$ cat config.mk
export PLATFORM = sky130hd
export DESIGN_NAME = mem_access_unit_flat
export DESIGN_NICKNAME = d
export VERILOG_FILES = /design/src/rtl/mem_access_unit_if.sv /design/src/rtl/mem_access_unit.sv /design/src/flat_wrapper.sv
export SDC_FILE = /design/constraint.sdc
export NUM_CORES = 1
export LEC_CHECK = 0
export CAP_MARGIN = 20
export CORE_MARGIN = 1.5
export CORE_UTILIZATION = 44
export DETAILED_ROUTE_END_ITERATION = 8
export PLACE_DENSITY_LB_ADDON = 0.05
export SETUP_SLACK_MARGIN = 0.4
export SYNTH_ARGS = -nofsm -noshare
export SYNTH_HDL_FRONTEND = slang
export SYNTH_SLANG_ARGS = --single-unit
export TNS_END_PERCENT = 1
$ cat constraint.sdc
create_clock -name clk -period 5.2 [get_ports clk]
set_clock_uncertainty 0.2 [all_clocks]
set_input_delay 1.04 -clock clk [delete_from_list [all_inputs] [get_ports clk]]
set_output_delay 1.04 -clock clk [all_outputs]
set_load 0.005 [all_outputs]
$ cat src/rtl/mem_access_unit_if.sv
// Data-memory request/acknowledge bus between the MEM-stage load/store engine
// (master) and the data memory (slave).
interface mem_access_unit_if;
    logic        dm_req;
    logic        dm_we;
    logic [31:0] dm_addr;
    logic [3:0]  dm_be;
    logic [31:0] dm_wdata;
    logic [31:0] dm_rdata;
    logic        dm_ack;

    modport master (
        output dm_req, dm_we, dm_addr, dm_be, dm_wdata,
        input  dm_rdata, dm_ack
    );

    modport slave (
        input  dm_req, dm_we, dm_addr, dm_be, dm_wdata,
        output dm_rdata, dm_ack
    );
endinterface

$ cat src/rtl/mem_access_unit.sv
// MEM-stage load/store engine: issues one req/ack bus transaction per access,
// stalls the pipeline while it is outstanding and returns extended load data.
module mem_access_unit #(
    parameter int unsigned TIMEOUT = 255,
    parameter int unsigned CNT_W   = 8
) (
    input  logic              clk,
    input  logic              rst,
    input  logic [31:0]       mem_addr,
    input  logic [31:0]       mem_data,
    input  logic [1:0]        mem_ctrl,
    input  logic [1:0]        mem_op,
    input  logic              mem_uns,
    input  logic              flush,
    input  logic              stage_en,
    mem_access_unit_if.master dm,
    output logic              mem_stall,
    output logic [31:0]       load_data,
    output logic              load_valid,
    output logic              adel,
    output logic              ades,
    output logic              bus_err
);

    typedef enum logic [1:0] {
        S_IDLE,
        S_WAIT,
        S_DONE
    } state_t;

    state_t r_state;
    state_t w_state_nx;

    logic        w_is_load;
    logic        w_is_store;
    logic        w_aligned;
    logic        w_acc;
    logic [3:0]  w_be;
    logic [31:0] w_wdata;
    logic        w_issue;
    logic        w_ack;
    logic        w_timeout;
    logic        w_drop;
    logic [7:0]  w_byte;
    logic [15:0] w_half;
    logic [31:0] w_ext;

    logic             r_req;
    logic             r_we;
    logic [31:0]      r_addr;
    logic [3:0]       r_be;
    logic [31:0]      r_wdata;
    logic [1:0]       r_op;
    logic             r_uns;
    logic [1:0]       r_lane;
    logic [CNT_W-1:0] r_cnt;
    logic             r_drop;
    logic [31:0]      r_load_data;
    logic             r_load_valid;
    logic             r_bus_err;

    // Request decode: alignment, byte enables and lane-replicated store data.
    always_comb begin
        w_is_store = (mem_ctrl == 2'b01);
        w_is_load  = (mem_ctrl == 2'b10);
        w_aligned  = 1'b1;
        w_be       = 4'b0000;
        w_wdata    = '0;
        case (mem_op)
            2'b00: begin
                w_aligned = (mem_addr[1:0] == 2'b00);
                w_be      = 4'b1111;
                w_wdata   = mem_data;
            end
            2'b01: begin
                w_aligned = ~mem_addr[0];
                w_be      = mem_addr[1] ? 4'b1100 : 4'b0011;
                w_wdata   = {2{mem_data[15:0]}};
            end
            default: begin
                w_aligned = 1'b1;
                w_be      = 4'b0001 << mem_addr[1:0];
                w_wdata   = {4{mem_data[7:0]}};
            end
        endcase
        w_acc = (w_is_load | w_is_store) & w_aligned & ~flush;
    end

    assign adel = w_is_load  & ~w_aligned & ~flush;
    assign ades = w_is_store & ~w_aligned & ~flush;

    // Lane select and extension use the context latched at issue, not the live inputs.
    always_comb begin
        w_byte = '0;
        case (r_lane)
            2'd0:    w_byte = dm.dm_rdata[7:0];
            2'd1:    w_byte = dm.dm_rdata[15:8];
            2'd2:    w_byte = dm.dm_rdata[23:16];
            default: w_byte = dm.dm_rdata[31:24];
        endcase
        w_half = r_lane[1] ? dm.dm_rdata[31:16] : dm.dm_rdata[15:0];
        w_ext  = dm.dm_rdata;
        case (r_op)
            2'b00:   w_ext = dm.dm_rdata;
            2'b01:   w_ext = {{16{w_half[15] & ~r_uns}}, w_half};
            default: w_ext = {{24{w_byte[7] & ~r_uns}}, w_byte};
        endcase
    end

    always_ff @(posedge clk or negedge rst) begin
        if (!rst) begin
            r_state <= S_IDLE;
        end else begin
            r_state <= w_state_nx;
        end
    end

    always_comb begin
        w_state_nx = r_state;
        mem_stall  = 1'b0;
        w_issue    = 1'b0;
        w_ack      = 1'b0;
        w_timeout  = 1'b0;
        w_drop     = r_drop;
        case (r_state)
            S_IDLE: begin
                mem_stall = w_acc;
                if (w_acc) begin
                    w_issue    = 1'b1;
                    w_state_nx = S_WAIT;
                end
            end
            S_WAIT: begin
                mem_stall = 1'b1;
                w_ack     = dm.dm_ack;
                w_timeout = ~dm.dm_ack & (r_cnt == CNT_W'(TIMEOUT));
                // A flush arriving in the completing cycle still drops the result.
                w_drop    = r_drop | flush;
                if (w_ack | w_timeout) begin
                    w_state_nx = w_drop ? S_IDLE : S_DONE;
                end
            end
            S_DONE: begin
                if (stage_en) begin
                    w_state_nx = S_IDLE;
                end
            end
            default: w_state_nx = S_IDLE;
        endcase
    end

    always_ff @(posedge clk or negedge rst) begin
        if (!rst) begin
            r_req        <= 1'b0;
            r_we         <= 1'b0;
            r_addr       <= '0;
            r_be         <= '0;
            r_wdata      <= '0;
            r_op         <= '0;
            r_uns        <= 1'b0;
            r_lane       <= '0;
            r_cnt        <= '0;
            r_drop       <= 1'b0;
            r_load_data  <= '0;
            r_load_valid <= 1'b0;
            r_bus_err    <= 1'b0;
        end else begin
            if (w_issue) begin
                r_req   <= 1'b1;
                r_we    <= w_is_store;
                r_addr  <= {mem_addr[31:2], 2'b00};
                r_be    <= w_be;
                r_wdata <= w_wdata;
                r_op    <= mem_op;
                r_uns   <= mem_uns;
                r_lane  <= mem_addr[1:0];
                r_cnt   <= '0;
                r_drop  <= 1'b0;
            end
            if (r_state == S_WAIT) begin
                r_cnt  <= r_cnt + CNT_W'(1);
                r_drop <= w_drop;
                if (w_ack) begin
                    r_req <= 1'b0;
                    if (!w_drop) begin
                        r_load_data  <= w_ext;
                        r_load_valid <= ~r_we;
                    end
                end else if (w_timeout) begin
                    r_req <= 1'b0;
                    if (!w_drop) begin
                        r_bus_err   <= 1'b1;
                        r_load_data <= '0;
                    end
                end
            end
            if ((r_state == S_DONE) && stage_en) begin
                r_load_valid <= 1'b0;
                r_bus_err    <= 1'b0;
            end
        end
    end

    assign dm.dm_req   = r_req;
    assign dm.dm_we    = r_we;
    assign dm.dm_addr  = r_addr;
    assign dm.dm_be    = r_be;
    assign dm.dm_wdata = r_wdata;

    assign load_data  = r_load_data;
    assign load_valid = r_load_valid;
    assign bus_err    = r_bus_err;

endmodule

$ cat src/flat_wrapper.sv
// flat-port wrapper written by rule: the top's interface ports become plain ports
module mem_access_unit_flat 
#(
    parameter int unsigned TIMEOUT = 255,
    parameter int unsigned CNT_W   = 8
)
  (clk, rst, mem_addr, mem_data, mem_ctrl, mem_op, mem_uns, flush, stage_en, mem_stall, load_data, load_valid, adel, ades, bus_err, dm_dm_req, dm_dm_we, dm_dm_addr, dm_dm_be, dm_dm_wdata, dm_dm_rdata, dm_dm_ack);
  mem_access_unit_if dm_i ();
  input  logic clk;
  input  logic rst;
  input  logic [31:0] mem_addr;
  input  logic [31:0] mem_data;
  input  logic [1:0] mem_ctrl;
  input  logic [1:0] mem_op;
  input  logic mem_uns;
  input  logic flush;
  input  logic stage_en;
  output logic mem_stall;
  output logic [31:0] load_data;
  output logic load_valid;
  output logic adel;
  output logic ades;
  output logic bus_err;
  output wire logic [$bits(dm_i.dm_req)-1:0] dm_dm_req;
  output wire logic [$bits(dm_i.dm_we)-1:0] dm_dm_we;
  output wire logic [$bits(dm_i.dm_addr)-1:0] dm_dm_addr;
  output wire logic [$bits(dm_i.dm_be)-1:0] dm_dm_be;
  output wire logic [$bits(dm_i.dm_wdata)-1:0] dm_dm_wdata;
  input wire logic [$bits(dm_i.dm_rdata)-1:0] dm_dm_rdata;
  input wire logic [$bits(dm_i.dm_ack)-1:0] dm_dm_ack;
  assign dm_dm_req = dm_i.dm_req;
  assign dm_dm_we = dm_i.dm_we;
  assign dm_dm_addr = dm_i.dm_addr;
  assign dm_dm_be = dm_i.dm_be;
  assign dm_dm_wdata = dm_i.dm_wdata;
  assign dm_i.dm_rdata = dm_dm_rdata;
  assign dm_i.dm_ack = dm_dm_ack;
  mem_access_unit #(.TIMEOUT(TIMEOUT), .CNT_W(CNT_W)) u_core (.clk(clk), .rst(rst), .mem_addr(mem_addr), .mem_data(mem_data), .mem_ctrl(mem_ctrl), .mem_op(mem_op), .mem_uns(mem_uns), .flush(flush), .stage_en(stage_en), .dm(dm_i), .mem_stall(mem_stall), .load_data(load_data), .load_valid(load_valid), .adel(adel), .ades(ades), .bus_err(bus_err));
endmodule
==> results of run 1 <==
-- where the power goes --
group	leakage, µW	internal, µW	switching, µW	total, µW
Sequential	0.00145	1250	249	1500
Combinational	0.00178	904	504	1410
Clock	0.000259	696	405	1100
-- kinds of logic after synthesis --
family,count (synthesis)
simple gates,68
flops,118
fa+ha+maj,3
mux,89
buf+inv,54
compound gates,144
other cells,1
-- per-layer routing --
| layer | global-route usage | up-vias | wire length (µm) | share of wire |
|---|---|---|---|---|
| met5 | 0 | - | 0 | 0 |
| met4 | 0.0831 | 0 | 274 | 0.017 |
| met3 | 0.102 | 18 | 1410 | 0.090 |
| met2 | 0.395 | 172 | 7720 | 0.49 |
| met1 | 0.297 | 2286 | 6340 | 0.40 |
| li1 | - | 2145 | - | - |
-- through the flow --
stage	utilization	setup WS, ps	hold slack, ps
floorplan	-	1820	251
global placement	0.638	697	274
detailed placement	0.638	652	277
CTS	0.683	638	289
global route	0.684	512	301
finish	0.684	647	283
-- worst reg2reg max path: cells and delay by family (launching register included) --
| kind | cells | cell delay (ps) |
|---|---|---|
| and+or+nand+nor | 3 | 1740 |
| DFF | 1 | 430 |
| AOI/OAI and AO/OA | 1 | 340 |
-- placed cells by master (no fill, tap or decap), types with 6 or more instances in the layout --
cell,instances
and3_1,13
clkdlybuf4s50_1,209
nand2_1,23
o21ai_0,51
buf_4,11
a211oi_1,14
nor2b_1,6
dfrtp_1,118
mux2i_1,23
clkbuf_16,17
inv_1,16
a21oi_1,27
mux2_2,59
o2bb2ai_1,25
-- area by class of cell --
type,count,area [µm²],area share
timing repair buffer,220,2170,0.261
clock inverter,9,106,0.0128
inverter,17,63.8,0.00767
multi-input combinational,306,2370,0.285
tap,168,210,0.0253
sequential,118,2950,0.355
clock buffer,21,440,0.0530
-- how the worst max path moves through the flow --
stage / start / to / cells past startpoint
floorplan: mem_ctrl[0] / mem_stall / 5
global placement: mem_ctrl[0] / mem_stall / 6
detailed placement: mem_ctrl[0] / mem_stall / 6
CTS: mem_ctrl[0] / mem_stall / 6
global route: mem_ctrl[0] / mem_stall / 6
finish: mem_ctrl[0] / mem_stall / 6
-- flip-flops by register name (all words and copies together), names as in the netlist, 2 cells and up --
register / count
u_core.r_cnt: 8
u_core.load_data: 32
u_core.r_op: 2
u_core.r_state: 2
u_core.dm.dm_be: 4
u_core.dm.dm_addr: 30
u_core.r_lane: 2
u_core.dm.dm_wdata: 32
==> metrics.cfg, run 1 <==
[floorplanning]
core_um2 = 12200
std_cell_rows = 40
fp.dieW_um = 115
start_util = 0.456
io_pins = 213
dieArea_um2 = 13300
dieHeight_um = 115

[drt]
drc = 0
wl_per_cell_um = 18.3
drt_iter0_markers = 396
drtAntennaViolNets = 0
routed_wl_mm = 15.7
num_vias = 4621
dr.pass1.iters = 4
vias_per_cell = 5.38

[sta]
hold_viol_final = 0
fin_tns_setup_ps = 0
max_freq_mhz = 220
relSlewSlack = 0.340
tightest_slew_ps = 990
setup_viol = 0
rsz0062_at_grt = false
period_minus_slack_ps = 4550
slew_viol_final = 0
fin_crit_sh = 0.876

[yosys]
synth_cells = 477
synth_seq_cells = 118
synthTopCellsByArea = dfrtp_1, mux2_2, o21ai_0, mux2i_1, o2bb2ai_1
synthXorXnorAreaFrac = 0
syn_area_um2 = 5540
synthAdderAreaFrac = 0.00677
syn_area_per_cell_um2 = 11.6
yosys.area_share.simple = 0.0657
synth_top_cell_by_area = dfrtp_1
synth_top_cell_area_share = 0.533
synth.most_common_cell = dfrtp_1
synthMuxAreaShare = 0.183
ys_warn_count = 0
synth_compound_area_frac = 0.168
synth_top_family_by_area = multiplexers
synth-seq-area-share = 0.533
ys.flop_type = dfrtp_1
synth_commonest_cells = dfrtp_1, mux2_2, o21ai_0
synth_edf_count = 0
async_flop_share = 1.00
yosysUniqueCellTypes = 46

[clock_tree]
cts_tree = done
clk_latency_ps = 410
cts-resized-gates = 0
holdBufCountCts = 0
cts-root-buf = clkbuf_16
cts_sinks = 118
cts_setup_buffers = 0
cts-buffers-inserted = 17
cts_max_level = 4
clockBufferDepth = 2
clk_pin_slew_ps = 50

[grt]
grt_max_degree = 49
grt_pass1_wl_mm = 24.4
grt.overflow.total = 0
grtUsageTotal = 0.244
grt_pass1_vias = 4829
antenna_found_initial = 0

[layout]
drive_gt1_frac = 0.159
layout.nets = 789
final_cell_area_um2 = 8320
fill_cells = 933
final_cells = 859
area_delta_synth_final_pct = 50.0
diodes = 0

[worst_setup_path]
worst-setup-path-type = input pin to primary output
critPathRequiredTime_ps = 3960
critPathSlowestCell = clkdlybuf4s50_1
worst_path_most_repeated_cell = clkdlybuf4s50_1
cp_num_buf_inv = 3
end_kind = primary output
rrSetupSlack_ps = 2390
start_kind = input pin
max_stage_delay_ps = 570
cp.arrival_ps = 3310
crit_chain = clkdlybuf4s50_1 > inv_1 > ha_1 > or4_4 > o21ai_1 > clkdlybuf4s50_1
r2r_start = u_core.r_state[0]
critPathMaxFanout = 18
reg2reg_to = u_core.load_data[6]
reg2reg_depth = 4
cp_top_family = buffers and inverters

[power_and_ir_drop]
finalPower_uw = 4010
p_leak_uw = 0.00349
power_density_nw_per_um2 = 482
irDropWorstVdd_v = 0.000281

[placed_design]
dpl_cell_area_um2 = 7750
dp_cells = 827
port_buffers = 210
gp_congestion = 0.834
post-dp-hpwl_mm = 11.4

[run_status]
status = complete, no violations

[job]
cap_violations = 0

[hold_path]
worstHoldPathType = register to register
hold_path_depth = 1
worstHoldStart = u_core.load_data[25]
holdPathEnd = u_core.load_data[25]

No activity file was read; power rests on OpenSTA's default activity.
==> run 2, diff against run 1 <==
Settings changed: CAP_MARGIN 20 to not set, CTS_CLUSTER_SIZE set to 24, MAX_ROUTING_LAYER set to met4.
==> metrics.cfg, run 2 (synthesis gave the netlist of run 1 again) <==
[run_status]
status = complete, no violations

[layout]
area_delta_synth_final_pct = 49.8
final_common_cell = clkdlybuf4s50_1
diodes = 0
layout.nets = 787
layout_common_cells = clkdlybuf4s50_1, dfrtp_1, mux2_2, o21ai_0, a21oi_1
final_core_util = 0.683
drive_gt1_frac = 0.157

[drt]
dr.pass1.iters = 4
vias_per_cell = 5.36
drc = 0
routed_wl_mm = 15.7
drtAntennaViolNets = 0
wl_per_cell_um = 18.3
drt_iter0_markers = 445
num_vias = 4594

[sta]
relSlewSlack = 0.213
tightest_slew_ps = 1170
slew_viol_final = 0
period_minus_slack_ps = 4560
setup_viol = 0
fin_crit_sh = 0.876
max_freq_mhz = 220
hold_viol_final = 0
fin_tns_setup_ps = 0
holdWs_ps = 283
rsz0062_at_grt = false

[power_and_ir_drop]
irDropWorstVdd_v = 0.000282
p_leak_uw = 0.00348
finalPower_uw = 4010
power_density_nw_per_um2 = 483

[floorplanning]
fp.dieW_um = 115
io_pins = 213
std_cell_rows = 40
start_util = 0.456
dieArea_um2 = 13300
core_um2 = 12200
dieHeight_um = 115

[worst_setup_path]
reg2reg_to = u_core.load_data[22]
critPathSlowestCell = clkdlybuf4s50_1
cp.arrival_ps = 3320
crit_chain = clkdlybuf4s50_1 > inv_1 > ha_1 > or4_4 > o21ai_1 > clkdlybuf4s50_1
max_stage_delay_ps = 570
end_kind = primary output
worst_path_most_repeated_cell = clkdlybuf4s50_1
critPathMaxFanout = 18
rrSetupSlack_ps = 2280
reg2reg_depth = 4
start_kind = input pin
r2r_start = u_core.r_op[0]
critPathRequiredTime_ps = 3960
worst-setup-path-type = input pin to primary output

[placed_design]
gp_congestion = 0.847
port_buffers = 210
post-dp-hpwl_mm = 11.4

[hold_path]
hold_path_depth = 1
worstHoldStart = u_core.load_data[25]
holdPathEnd = u_core.load_data[25]
worstHoldPathType = register to register

[clock_tree]
cts_max_level = 4
cts_setup_buffers = 0
cts-buffers-inserted = 17
cts_sinks = 118
clk_latency_ps = 410
cts-root-buf = clkbuf_16
cts-resized-gates = 0
holdBufCountCts = 0
clk_pin_slew_ps = 50
clockBufferDepth = 2
cts_tree = done

[grt]
grt.overflow.total = 0
antenna_found_initial = 0
grt_pass1_vias = 4834
grtUsageTotal = 0.252
grt_pass1_wl_mm = 24.4
grt_max_degree = 49

[job]
cap_violations = 0

[run 2: cell count changes in the layout (fill, tap and decap cells not counted)]
cell,before,now
buf_4,11,9
[run 2: per-layer routing]
layer / wire length (µm) / up-vias / track usage
li1: - / 2147 / -
met1: 6440 / 2259 / 0.304
met2: 7700 / 172 / 0.396
met3: 1310 / 16 / 0.0901
met4: 255 / 0 / 0.0831
met5: 0 / - / -
[run 2: critical path, delay by kind of cell]
family	cells	cell delay [ps]
adders and majority gates	1	280
and+or+nand+nor	1	550
AOI/OAI and AO/OA	1	340
buffers and inverters	3	1100
[run 2: layout make-up]
class | instances | area, µm²
Fill cell | 932 | 3860
Sequential cell | 118 | 2950
Multi-Input combinational cell | 306 | 2370
Timing Repair Buffer | 218 | 2160
Clock buffer | 21 | 440
Tap cell | 168 | 210
Clock inverter | 9 | 106
Inverter | 17 | 63.8
[run 2: worst max path at each step]
stage | start | end | slack [ps] | depth (start not counted)
2_1_floorplan | mem_ctrl[0] | mem_stall | 1820 | 5
3_3_place_gp | mem_ctrl[0] | mem_stall | 700 | 6
3_5_place_dp | mem_ctrl[0] | mem_stall | 650 | 6
5_1_grt | mem_ctrl[0] | mem_stall | 510 | 6
6_report | mem_ctrl[0] | mem_stall | 640 | 6
4_1_cts | mem_ctrl[0] | mem_stall | 640 | 6
[run 2: per-stage QoR]
stage	instances	area, µm²	setup slack [ps]
2_1_floorplan	478	5550	1820
3_3_place_gp	827	7750	697
3_5_place_dp	827	7750	652
4_1_cts	857	8300	638
5_1_grt	857	8300	512
6_report	857	8300	644
[run 2: power breakdown]
group | switching [µW] | total [µW] | internal [µW]
logic | 502 | 1400 | 901
clock network | 405 | 1100 | 696
registers | 249 | 1500 | 1250
total | 1160 | 4010 | 2850
==> run 3, diff against run 2 <==
Clock period 5.2 ns to 4.5 ns, I/O delays scaled along.
==> metrics.cfg, run 3 (synthesis gave the netlist of run 1 again) <==
[floorplanning]
core_um2 = 12200
dieHeight_um = 115
fp.dieW_um = 115
std_cell_rows = 40
io_pins = 213
dieArea_um2 = 13300
start_util = 0.456

[grt]
antenna_found_initial = 0
grtUsageTotal = 0.254
grt_pass1_vias = 4849
grt_pass1_wl_mm = 24.7
grt_max_degree = 69
grt.overflow.total = 0

[drt]
wl_per_cell_um = 18.1
routed_wl_mm = 15.6
drtAntennaViolNets = 0
vias_per_cell = 5.30
drt_iter0_markers = 377
drc = 0
dr.pass1.iters = 4
num_vias = 4565

[clock_tree]
holdBufCountCts = 0
cts_sinks = 118
clk_latency_ps = 420
cts-root-buf = clkbuf_16
clockBufferDepth = 2
cts-buffers-inserted = 17
cts_max_level = 4
cts_tree = done
clk_pin_slew_ps = 60

[sta]
fin_tns_setup_ps = 0
relSlewSlack = 0.239
fin_crit_sh = 0.895
slew_viol_final = 0
setup_viol = 0
rsz0062_at_grt = false
holdWs_ps = 285
hold_viol_final = 0
tightest_slew_ps = 1140
period_minus_slack_ps = 4030
fin_ws_ps = 471
max_freq_mhz = 248

[worst_setup_path]
cp.arrival_ps = 2930
start_kind = input pin
critPathRequiredTime_ps = 3400
end_kind = primary output
worst-setup-path-type = input pin to primary output
critPathMaxFanout = 2

[hold_path]
worstHoldPathType = register to register

[placed_design]
post-dp-hpwl_mm = 11.1
gp_congestion = 0.876
dp_cells = 828
port_buffers = 210
pre_cts_slack_ps = 364

[layout]
final_common_cell = clkdlybuf4s50_1
diodes = 0
fill_cells = 912
area_delta_synth_final_pct = 51.2
drive_gt1_frac = 0.166
layout_common_cells = clkdlybuf4s50_1, dfrtp_1, mux2_2, o21ai_0, a21oi_1
final_cells = 861
layout.nets = 789

[run_status]
status = complete, no violations

[power_and_ir_drop]
p_leak_uw = 0.00352
power_density_nw_per_um2 = 561
finalPower_uw = 4710
irDropWorstVdd_v = 0.000339

[job]
cap_violations = 0

run 3: cell count changes in the layout (fill, tap and decap cells not counted):
cell and delta:
buf_12 +2, clkbuf_1 -2, clkbuf_8 +2, inv_6 +2, o21ai_1 -1, o21ai_2 +1
run 3: metal layers:
layer,wire (µm),vias up,track usage,part of all wire
met5,0,-,-,0
met4,359,0,0.0963,0.023
met3,1180,23,0.0933,0.076
met2,7370,175,0.396,0.47
met1,6690,2211,0.301,0.43
li1,-,2156,-,-
run 3: worst paths after layout:
kind                                      start              endpoint  slack (ps)  depth (start not counted)
min in group asynchronous                   rst       u_core.r_cnt[3]         420                          1
min                        u_core.load_data[24]  u_core.load_data[24]         290                          1
max reg2reg                   u_core.r_state[0]   u_core.load_data[2]        1610                          4
max in group asynchronous                   rst      u_core.r_lane[1]        2890                          2
min reg2reg                u_core.load_data[24]  u_core.load_data[24]         290                          1
max                                 mem_ctrl[0]             mem_stall         470                          6
run 3: area by class of cell:
cell class                 instances  area (µm²)  share of cell area
inverter                          17        63.8             0.00761
clock buffer                      21         460              0.0549
tap                              168         210              0.0251
multi-input combinational        306        2370               0.283
timing repair buffer             220        2200               0.262
clock inverter                    11         124              0.0148
sequential                       118        2950               0.352
run 3: where the power goes:
group	total, µW	switching (µW)	leakage (µW)	internal [µW]
Clock	1340	497	0.000280	845
Combinational	1630	583	0.00179	1050
Sequential	1730	283	0.00145	1450
run 3: repair_timing:
item                                    CTS  global route
endpoints found under the setup margin    1             1
hold endpoints to repair                  0             0
pin swaps                                 1             0
setup buffers                             1             0
gates resized for setup                   0             1
run 3: critical path: stages:
cell	delay (ps)
clkdlybuf4s50_1	480
inv_1	50
ha_1	290
or4_4	530
o21ai_2	150
clkdlybuf4s50_1	520
run 3: metrics by stage:
stage,utilization,area (µm²)
global route,0.689,8380
floorplan,-,5550
finish,0.689,8380
CTS,0.689,8380
detailed placement,0.640,7790
global placement,0.640,7790
